## config.mk

```make
export PLATFORM = sky130hd
export DESIGN_NAME = alu_operand_issue_flat
export DESIGN_NICKNAME = d
export VERILOG_FILES = /design/src/rtl/alu_operand_issue_if.sv /design/src/rtl/alu_operand_issue.sv /design/src/flat_wrapper.sv
export SDC_FILE = /design/constraint.sdc
export NUM_CORES = 1
export LEC_CHECK = 0
export ABC_AREA = 1
export ABC_CLOCK_PERIOD_IN_PS = 2230
export CORE_MARGIN = 2
export CORE_UTILIZATION = 40
export CTS_CLUSTER_SIZE = 28
export DETAILED_ROUTE_END_ITERATION = 12
export PLACE_DENSITY_LB_ADDON = 0.2
export SETUP_SLACK_MARGIN = 0.2
export SLEW_MARGIN = 20
export SYNTH_ARGS = -nofsm -noshare
export SYNTH_HDL_FRONTEND = slang
export SYNTH_SLANG_ARGS = --single-unit
```

## constraint.sdc

```tcl
create_clock -name clk_i -period 2.23 [get_ports clk_i]
set_input_delay 0.3345 -clock clk_i [delete_from_list [all_inputs] [get_ports clk_i]]
set_output_delay 0.3345 -clock clk_i [all_outputs]
set_load 0.02 [all_outputs]
```

## src/rtl/alu_operand_issue_if.sv

```systemverilog
// Decode-to-ALU issue bus for alu_operand_issue: operand sources, forwarding taps,
// flush and both valid/ready handshakes. The slave modport is the issue block's view.
interface alu_operand_issue_if #(
    parameter int XLEN       = 32,
    parameter int REG_ADDR_W = 5
);
    logic                  in_valid_i;
    logic                  in_ready_o;
    logic [REG_ADDR_W-1:0] rs1_addr_i;
    logic [REG_ADDR_W-1:0] rs2_addr_i;
    logic [XLEN-1:0]       rs1_data_i;
    logic [XLEN-1:0]       rs2_data_i;
    logic [XLEN-1:0]       pc_i;
    logic [XLEN-1:0]       imm_i;
    logic [1:0]            a_sel_i;
    logic [1:0]            b_sel_i;
    logic [4:0]            alu_op_i;
    logic                  fwd_ex_we_i;
    logic                  fwd_wb_we_i;
    logic [REG_ADDR_W-1:0] fwd_ex_addr_i;
    logic [REG_ADDR_W-1:0] fwd_wb_addr_i;
    logic [XLEN-1:0]       fwd_ex_data_i;
    logic [XLEN-1:0]       fwd_wb_data_i;
    logic                  flush_i;
    logic                  out_valid_o;
    logic                  out_ready_i;
    logic [XLEN-1:0]       alu_a_o;
    logic [XLEN-1:0]       alu_b_o;
    logic [4:0]            alu_op_o;

    modport master (
        output in_valid_i, rs1_addr_i, rs2_addr_i, rs1_data_i, rs2_data_i, pc_i, imm_i,
               a_sel_i, b_sel_i, alu_op_i, fwd_ex_we_i, fwd_wb_we_i, fwd_ex_addr_i,
               fwd_wb_addr_i, fwd_ex_data_i, fwd_wb_data_i, flush_i, out_ready_i,
        input  in_ready_o, out_valid_o, alu_a_o, alu_b_o, alu_op_o
    );

    modport slave (
        input  in_valid_i, rs1_addr_i, rs2_addr_i, rs1_data_i, rs2_data_i, pc_i, imm_i,
               a_sel_i, b_sel_i, alu_op_i, fwd_ex_we_i, fwd_wb_we_i, fwd_ex_addr_i,
               fwd_wb_addr_i, fwd_ex_data_i, fwd_wb_data_i, flush_i, out_ready_i,
        output in_ready_o, out_valid_o, alu_a_o, alu_b_o, alu_op_o
    );
endinterface

```

## src/rtl/alu_operand_issue.sv

```systemverilog
// Execute-stage operand select with EX/WB forwarding and a 2-entry skid buffer feeding the ALU.
// Optional ALU_OP_CHECK_EN: illegal op codes are dropped and flagged on sticky illegal_op_o.
module alu_operand_issue #(
    parameter int XLEN       = 32,
    parameter int REG_ADDR_W = 5
) (
    input  logic               clk_i,
    input  logic               rst_ni,
    alu_operand_issue_if.slave io
`ifdef ALU_OP_CHECK_EN
    ,
    output logic               illegal_op_o
`endif
);
    typedef enum logic [1:0] {S_EMPTY, S_ONE, S_TWO} state_e;

    state_e                state_q, state_d;
    logic                  out_valid_q, out_valid_d;
    logic                  in_ready_q, in_ready_d;
    logic [XLEN-1:0]       main_a_q, main_a_d, main_b_q, main_b_d;
    logic [XLEN-1:0]       skid_a_q, skid_a_d, skid_b_q, skid_b_d;
    logic [4:0]            main_op_q, main_op_d, skid_op_q, skid_op_d;
    logic [REG_ADDR_W-1:0] rs1_addr, rs2_addr;
    logic [XLEN-1:0]       rs1_fwd, rs2_fwd, new_a, new_b;
    logic                  op_legal, accept, store, take;

    assign rs1_addr = io.rs1_addr_i;
    assign rs2_addr = io.rs2_addr_i;

    // EX holds the younger result, so it wins over WB; x0 always reads the register file.
    always_comb begin
        rs1_fwd = io.rs1_data_i;
        if (rs1_addr != '0) begin
            if (io.fwd_ex_we_i && io.fwd_ex_addr_i == rs1_addr)      rs1_fwd = io.fwd_ex_data_i;
            else if (io.fwd_wb_we_i && io.fwd_wb_addr_i == rs1_addr) rs1_fwd = io.fwd_wb_data_i;
        end
        rs2_fwd = io.rs2_data_i;
        if (rs2_addr != '0) begin
            if (io.fwd_ex_we_i && io.fwd_ex_addr_i == rs2_addr)      rs2_fwd = io.fwd_ex_data_i;
            else if (io.fwd_wb_we_i && io.fwd_wb_addr_i == rs2_addr) rs2_fwd = io.fwd_wb_data_i;
        end
        case (io.a_sel_i)
            2'd0:    new_a = rs1_fwd;
            2'd1:    new_a = io.pc_i;
            default: new_a = '0;
        endcase
        case (io.b_sel_i)
            2'd0:    new_b = rs2_fwd;
            2'd1:    new_b = io.imm_i;
            2'd2:    new_b = XLEN'(4);
            default: new_b = '0;
        endcase
    end

`ifdef ALU_OP_CHECK_EN
    logic illegal_q, illegal_d;

    always_comb begin
        case (io.alu_op_i)
            5'd0, 5'd1, 5'd2, 5'd3, 5'd4, 5'd5, 5'd6, 5'd7, 5'd8,
            5'd13, 5'd24, 5'd25, 5'd28, 5'd29, 5'd30, 5'd31: op_legal = 1'b1;
            default:                                         op_legal = 1'b0;
        endcase
    end
`else
    assign op_legal = 1'b1;
`endif

    assign accept = io.in_valid_i && in_ready_q;
    assign store  = accept && op_legal;
    assign take   = out_valid_q && io.out_ready_i;

    always_comb begin
        state_d   = state_q;
        main_a_d  = main_a_q;
        main_b_d  = main_b_q;
        main_op_d = main_op_q;
        skid_a_d  = skid_a_q;
        skid_b_d  = skid_b_q;
        skid_op_d = skid_op_q;
        if (io.flush_i) begin
            state_d = S_EMPTY;
        end else begin
            case (state_q)
                S_EMPTY: if (store) begin
                    main_a_d = new_a; main_b_d = new_b; main_op_d = io.alu_op_i;
                    state_d  = S_ONE;
                end
                S_ONE: begin
                    if (store && !take) begin
                        skid_a_d = new_a; skid_b_d = new_b; skid_op_d = io.alu_op_i;
                        state_d  = S_TWO;
                    end else if (store && take) begin
                        main_a_d = new_a; main_b_d = new_b; main_op_d = io.alu_op_i;
                    end else if (take) begin
                        state_d = S_EMPTY;
                    end
                end
                S_TWO: if (take) begin
                    main_a_d = skid_a_q; main_b_d = skid_b_q; main_op_d = skid_op_q;
                    state_d  = S_ONE;
                end
                default: state_d = S_EMPTY;
            endcase
        end
        out_valid_d = (state_d != S_EMPTY);
        in_ready_d  = (state_d != S_TWO);
    end

`ifdef ALU_OP_CHECK_EN
    assign illegal_d = illegal_q | (accept && !op_legal && !io.flush_i);
`endif

    always_ff @(posedge clk_i or negedge rst_ni) begin
        if (!rst_ni) begin
            state_q     <= S_EMPTY;
            out_valid_q <= 1'b0;
            in_ready_q  <= 1'b0;
            main_a_q    <= '0;
            main_b_q    <= '0;
            main_op_q   <= '0;
            skid_a_q    <= '0;
            skid_b_q    <= '0;
            skid_op_q   <= '0;
`ifdef ALU_OP_CHECK_EN
            illegal_q   <= 1'b0;
`endif
        end else begin
            state_q     <= state_d;
            out_valid_q <= out_valid_d;
            in_ready_q  <= in_ready_d;
            main_a_q    <= main_a_d;
            main_b_q    <= main_b_d;
            main_op_q   <= main_op_d;
            skid_a_q    <= skid_a_d;
            skid_b_q    <= skid_b_d;
            skid_op_q   <= skid_op_d;
`ifdef ALU_OP_CHECK_EN
            illegal_q   <= illegal_d;
`endif
        end
    end

    assign io.in_ready_o  = in_ready_q;
    assign io.out_valid_o = out_valid_q;
    assign io.alu_a_o     = main_a_q;
    assign io.alu_b_o     = main_b_q;
    assign io.alu_op_o    = main_op_q;
`ifdef ALU_OP_CHECK_EN
    assign illegal_op_o   = illegal_q;
`endif
endmodule

```

## src/flat_wrapper.sv

```systemverilog
// flat-port wrapper written by rule: the top's interface ports become plain ports
module alu_operand_issue_flat 
#(
    parameter int XLEN       = 32,
    parameter int REG_ADDR_W = 5
)
  (clk_i, rst_ni, io_in_valid_i, io_rs1_addr_i, io_rs2_addr_i, io_rs1_data_i, io_rs2_data_i, io_pc_i, io_imm_i, io_a_sel_i, io_b_sel_i, io_alu_op_i, io_fwd_ex_we_i, io_fwd_wb_we_i, io_fwd_ex_addr_i, io_fwd_wb_addr_i, io_fwd_ex_data_i, io_fwd_wb_data_i, io_flush_i, io_out_ready_i, io_in_ready_o, io_out_valid_o, io_alu_a_o, io_alu_b_o, io_alu_op_o);
  alu_operand_issue_if #(.XLEN(XLEN), .REG_ADDR_W(REG_ADDR_W)) io_i ();
  input  logic clk_i;
  input  logic rst_ni;
  input wire logic [$bits(io_i.in_valid_i)-1:0] io_in_valid_i;
  input wire logic [$bits(io_i.rs1_addr_i)-1:0] io_rs1_addr_i;
  input wire logic [$bits(io_i.rs2_addr_i)-1:0] io_rs2_addr_i;
  input wire logic [$bits(io_i.rs1_data_i)-1:0] io_rs1_data_i;
  input wire logic [$bits(io_i.rs2_data_i)-1:0] io_rs2_data_i;
  input wire logic [$bits(io_i.pc_i)-1:0] io_pc_i;
  input wire logic [$bits(io_i.imm_i)-1:0] io_imm_i;
  input wire logic [$bits(io_i.a_sel_i)-1:0] io_a_sel_i;
  input wire logic [$bits(io_i.b_sel_i)-1:0] io_b_sel_i;
  input wire logic [$bits(io_i.alu_op_i)-1:0] io_alu_op_i;
  input wire logic [$bits(io_i.fwd_ex_we_i)-1:0] io_fwd_ex_we_i;
  input wire logic [$bits(io_i.fwd_wb_we_i)-1:0] io_fwd_wb_we_i;
  input wire logic [$bits(io_i.fwd_ex_addr_i)-1:0] io_fwd_ex_addr_i;
  input wire logic [$bits(io_i.fwd_wb_addr_i)-1:0] io_fwd_wb_addr_i;
  input wire logic [$bits(io_i.fwd_ex_data_i)-1:0] io_fwd_ex_data_i;
  input wire logic [$bits(io_i.fwd_wb_data_i)-1:0] io_fwd_wb_data_i;
  input wire logic [$bits(io_i.flush_i)-1:0] io_flush_i;
  input wire logic [$bits(io_i.out_ready_i)-1:0] io_out_ready_i;
  output wire logic [$bits(io_i.in_ready_o)-1:0] io_in_ready_o;
  output wire logic [$bits(io_i.out_valid_o)-1:0] io_out_valid_o;
  output wire logic [$bits(io_i.alu_a_o)-1:0] io_alu_a_o;
  output wire logic [$bits(io_i.alu_b_o)-1:0] io_alu_b_o;
  output wire logic [$bits(io_i.alu_op_o)-1:0] io_alu_op_o;
  assign io_i.in_valid_i = io_in_valid_i;
  assign io_i.rs1_addr_i = io_rs1_addr_i;
  assign io_i.rs2_addr_i = io_rs2_addr_i;
  assign io_i.rs1_data_i = io_rs1_data_i;
  assign io_i.rs2_data_i = io_rs2_data_i;
  assign io_i.pc_i = io_pc_i;
  assign io_i.imm_i = io_imm_i;
  assign io_i.a_sel_i = io_a_sel_i;
  assign io_i.b_sel_i = io_b_sel_i;
  assign io_i.alu_op_i = io_alu_op_i;
  assign io_i.fwd_ex_we_i = io_fwd_ex_we_i;
  assign io_i.fwd_wb_we_i = io_fwd_wb_we_i;
  assign io_i.fwd_ex_addr_i = io_fwd_ex_addr_i;
  assign io_i.fwd_wb_addr_i = io_fwd_wb_addr_i;
  assign io_i.fwd_ex_data_i = io_fwd_ex_data_i;
  assign io_i.fwd_wb_data_i = io_fwd_wb_data_i;
  assign io_i.flush_i = io_flush_i;
  assign io_i.out_ready_i = io_out_ready_i;
  assign io_in_ready_o = io_i.in_ready_o;
  assign io_out_valid_o = io_i.out_valid_o;
  assign io_alu_a_o = io_i.alu_a_o;
  assign io_alu_b_o = io_i.alu_b_o;
  assign io_alu_op_o = io_i.alu_op_o;
  alu_operand_issue #(.XLEN(XLEN), .REG_ADDR_W(REG_ADDR_W)) u_core (.clk_i(clk_i), .rst_ni(rst_ni), .io(io_i));
endmodule
```

After elaboration in Yosys (flattened, before gate mapping)
Cells that the tools add are included.

Flip-flop bits (word level): 142. Output and inout bits: 71.

Reductions and logical operators: 18. Equal/unequal tests: 14. Multiplexer cells: 30. Bitwise operators: 1.

Operators with widths (count): $mux W32 (14); $pmux W32 S3 (3); $pmux W32 S2 (1); $eq A5 B5 Y1 (4); $mux W5 (4); $pmux W5 S3 (1); $mux W2 (6); $reduce_bool A5 Y1 (2); $logic_and A1 B1 Y1 (8); $eq A2 B1 Y1 const B (3); $logic_not A2 Y1 (3); $ne A2 B1 Y1 const B (3); $pmux W2 S3 (1); $reduce_and A6 Y1 (1); $eq A2 B2 Y1 const B (2); $ne A2 B2 Y1 const B (2); $reduce_and A3 Y1 (1); $reduce_bool A3 Y1 (1); $reduce_bool A2 Y1 (1); $logic_not A1 Y1 (1); $not A1 Y1 (1).

Logic depth before layout (Yosys ltp)
Word-level depth: 9. Depth in mapped cells: 15. Gate-level depth less buffers: 13.

Worst setup path after synthesis
Ideal clock, no wire load.

Path kind: reg2reg. Start: reg u_core.out_valid_q (netlist: u_core.io.out_valid_o). End: reg u_core.skid_b_q[15]. Clock period less this slack: 1.736 ns. Required time: 2.091 ns. Cell stages (with the launch flop): 8. Arrival: 1.598 ns. Setup slack: 0.494 ns. Cells stage by stage: dfrtp_1 > a21oi_1 > inv_1 > nor4_1 > buf_2 > buf_2 > clkbuf_1 > a31oi_1.

Cells in the longest elaborated chain, start to end: 4.

Ends and longest elaborated chain: start: declaration (line alu_operand_issue.sv:18) `logic out_valid_q, out_valid_d;`; start signal: assignment (line alu_operand_issue.sv:130) `out_valid_q <= out_valid_d;`; $logic_and A1 B1 Y1 (line alu_operand_issue.sv:71) `assign take = out_valid_q && io.out_ready_i;`; $logic_not A1 Y1 (line alu_operand_issue.sv:90) `if (store && !take) begin`; $logic_and A1 B1 Y1 (line alu_operand_issue.sv:90); $reduce_and A3 Y1 (no line); end signal: assignment (line alu_operand_issue.sv:136) `skid_b_q <= skid_b_d;`; end: declaration (line alu_operand_issue.sv:21) `logic [XLEN-1:0] skid_a_q, skid_a_d, skid_b_q, skid_b_d;`.

Every way passes these cells. A chain may end at the register's enable or synchronous reset.

Worst setup path after layout
Start: in io_rs1_addr_i[3]. End: reg u_core.main_a_q[12] (netlist: u_core.io.alu_a_o[12]).

Cells in the longest elaborated chain, start to end: 9. Elaborated cells on any way between the ends: 13. Those cells by class: eq/ne (2); mux (8); reduce/logical (3).

Ends and longest elaborated chain: start: declaration (line flat_wrapper.sv:12) `input wire logic [$bits(io_i.rs1_addr_i)-1:0] io_rs1_addr_i;`; $eq A5 B5 Y1 (line alu_operand_issue.sv:35) `else if (io.fwd_wb_we_i && io.fwd_wb_addr_i == rs1_addr) rs1_fwd = io.fwd_wb_data_i;`; $logic_and A1 B1 Y1 (line alu_operand_issue.sv:35); $mux W32 (line alu_operand_issue.sv:35); $mux W32 (line alu_operand_issue.sv:34) `if (io.fwd_ex_we_i && io.fwd_ex_addr_i == rs1_addr) rs1_fwd = io.fwd_ex_data_i;`; $mux W32 (*) (line alu_operand_issue.sv:33) `if (rs1_addr != '0) begin`; $pmux W32 S2 (*) (line alu_operand_issue.sv:42) `case (io.a_sel_i)`; $mux W32 (line alu_operand_issue.sv:93) `end else if (store && take) begin`; $mux W32 (line alu_operand_issue.sv:90); $pmux W32 S3 (*) (line alu_operand_issue.sv:84) `case (state_q)`; end signal: assignment (line alu_operand_issue.sv:132) `main_a_q <= main_a_d;`; end: declaration (line alu_operand_issue.sv:20) `logic [XLEN-1:0] main_a_q, main_a_d, main_b_q, main_b_d;`.

Mark *: on every way between the ends. The rest lies on a longest branch, timed or not. The select of a mux whose other input is x is not followed.

==> results.cfg <==
[yosys]
combinational_family_with_the_most_area_after_synthesis = simple AND/OR/NAND/NOR gates
synthFlopType = dfrtp_1
synth-xor-area-share_pct = 0
synth_nets = 1768
synth_top_area_share_pct = 37.5
postSynth.asyncResetShare_pct = 100
ys_seq_elements = 142
post_synth_inst_count = 1540
synth_most_common_cell = nand2_1
syn_area_per_cell_um2 = 6.16
synth.top_cells.by_area = dfrtp_1 37%, nand2_1 23%, nor2_1 10%, nand3_1 6.5%, inv_1 5.8%
synth_area_leader_cell = dfrtp_1
yosysWarnings = 0
synth_compound_area_share_pct = 7.07
yosys.area_share.adder_pct = 0
post_synthesis_sequential_area_ratio_pct = 37.5
post_synth_mux_area_share_pct = 0
synth-simple-area-share_pct = 44.5
mappedNetlistArea_um2 = 9480
synth_cell_types = 28
synthTopCellsByCount = 585 x nand2_1, 255 x nor2_1, 147 x inv_1
synth_edf_count = 0

[worst_hold_path]
min_path_type = primary input to async pin

[timing]
pin_slew_with_the_least_headroom_to_its_limit_ns = 0.539
grt_setup_unrepaired = yes
number_of_failing_hold_endpoints_at_the_final_stage = 0
min_period_ns = 1.94
final_max_slew_viol_count = 0
final.setup.tns_ns = 0
slew_headroom_pct = 64.1
finalSetupViolations = 0
clock.fmax_mhz = 516
timing.hold.ws_ns = 0.428
finClkSkew_ns = 0.0118
layout_worst_path_cycle_share_pct = 86.9

[floorplanning]
fp.dieArea_um2 = 24900
core_outline_area_um2 = 23400
rows = 56
floorplan.initialDensity_pct = 40.5
floorplan.die.height_um = 158
floorplan.io_pins = 299
die_width_um = 158

[routing]
total_vias_in_the_final_route = 11100
totalWireLength_um = 38200
vias_per_cell = 5.09
drt_iter0_drc = 1087
drt-pass1-iter-count = 6
drt-wirelength-per-cell_um = 17.5
drtAntennaViolNets = 0
drt_drc_violations_left = 0

[setup_path]
timing_worst_setup_path_type = primary input to flip-flop
category_of_the_worst_setup_path_launch_point = primary input
cp_max_delay_cell = clkdlybuf4s50_1
required_ns = 2.60
largest_fanout_of_any_net_on_the_critical_path = 27
cpLargestDelayFamily = buffers and inverters
max_stage_delay_ns = 0.52
critical_path.n_buffers_inverters = 5
worstPathCellList = clkdlybuf4s50_1 -> inv_2 -> nand2_1 -> nand2_1 -> nor2_2 -> buf_6 -> buf_4 -> nand4_1 -> nand2_1 -> inv_1 -> nand2_1 -> nand3_1 -> nand3_1 -> nand2_1 -> nand2_1
crit_path_frequent_cell = nand2_1
worst_setup_path_end_kind = flip-flop
crit_arrival_ns = 2.31

[pwr]
overall_power_consumption_mw = 11.7
power.density_cell_area_nw_per_um2 = 846
total_leakage_power_nw = 7.26
vdd_ir_drop_max_uv = 536

[clock_tree]
clk_pin_slew_worst_paths_ns = 0.08
tritoncts.num_buffers = 17
cts_num_sinks = 142
cts_max_level = 4
cts_setup_buffers = 0
cts-root-to-sink-buffers = 2
root_buffer_master = clkbuf_16
tritoncts = done
clk_latency_worst_skew_pair_ns = 0.43

[cells_and_area]
layout-drive-gt1-share_pct = 7.23
final_nets = 2068
num-fill-cells = 2292
layout-area-overhead-vs-synth_pct = 45.9

[placed_design]
port-buffer-count = 298
detailed_placement_hpwl_um = 29200
global_placer_s_final_weighted_congestion = 0.938

[global_route]
vias_in_the_first_global_route = 10500
globalRouteOverflowTotal = 0
grt_start_max_net_pins = 61
gr-usage-all-layers_pct = 30.8
grt_pass1_wl_um = 58300
initial_antenna_violation_count = 9

[flow_run]
max-cap-violations = 0

[status]
outcome = completed
-- registers in the layout, summed over array words and instances (netlist names) --
register and cells:
u_core.io.out_valid_o 1, u_core.io.alu_a_o 32, u_core.io.alu_b_o 32, u_core.io.in_ready_o 1, u_core.state_q 2, u_core.io.alu_op_o 5
u_core.skid_b_q 32, u_core.skid_a_q 32, u_core.skid_op_q 5
-- report_power, final --
group          internal, mW  switching, mW  leakage, nW
combinational          2.06           2.33         5.21
sequential             3.68          0.630         1.75
clock                  1.61           1.38        0.292
-- routing by layer --
metal  GRT usage, %  vias to the layer above  part of all wire (%)
met3           6.52                       50                   8.9
met4           10.6                        2                   2.3
met2           50.6                      500                    47
li1               -                     5434                     -
met1           40.2                     5113                    42
met5              0                        -                 0.034
-- placed cells by master (no fill, tap or decap), drive strengths merged --
cell and instances:
dlygate4sd3 1, nand3 128, clkdlybuf4s50 295, nand2 588
nor2 260, a21oi 20, nor3 1, dfrtp 142
bufinv 1, clkbuf 18, buf 70, nand4 45
or2 1, o21ai 34, diode 8, clkinv 13
dlymetal6s2s 2, inv 167, a31oi 64, nor4 3
-- metrics by stage --
stage	std cells	util, %	area, µm²	worst slack (ns)
final	2180	59.1	13800	0.292
after detailed placement	2139	56.3	13200	-0.189
after floorplan	1540	-	9480	0.494
after CTS	2172	58.9	13800	0.255
after global routing	2179	59.1	13800	0.163
after global placement	2139	56.3	13200	-0.205
-- path summary, 6_finish.rpt --
| kind | start | endpoint | slack (ns) | cells after the start |
|---|---|---|---|---|
| worst max-delay path | io_rs1_addr_i[3] | u_core.io.alu_a_o[12] | 0.29 | 15 |
| worst min-delay path | rst_ni | u_core.skid_a_q[24] | 0.43 | 2 |
| worst max register to register | u_core.io.out_valid_o | u_core.skid_a_q[0] | 0.55 | 7 |
| worst min register to register | u_core.io.alu_a_o[15] | u_core.io.alu_a_o[15] | 0.48 | 2 |
| max in group asynchronous | rst_ni | u_core.io.alu_a_o[4] | 1.16 | 3 |
| min in group clk_i | u_core.io.alu_a_o[15] | u_core.io.alu_a_o[15] | 0.48 | 2 |
-- cell type report --
type,instances,area (µm²),area share [%]
diodes,8,20.0,0.145
well taps,319,399,2.89
clock buffers,18,429,3.10
repair buffers,368,3710,26.8
multi-input cells,1144,4920,35.6
flip-flops and latches,142,3550,25.7
clock inverters,14,164,1.19
inverters,167,634,4.59
-- what timing repair did --
item | 4_1_cts | 5_1_grt
resized for setup | 0 | 8
setup endpoints to repair | 0 | 38
hold buffers | 1 | 0
endpoints found under the hold margin | 48 | 0
-- kinds of logic after synthesis --
| family | after synthesis |
|---|---|
| flip-flops | 142 |
| buffers and inverters | 254 |
| AO/OA/AOI/OAI | 118 |
| AND/OR/NAND/NOR | 1026 |
Note: power is estimated with default switching activity, not from simulation.
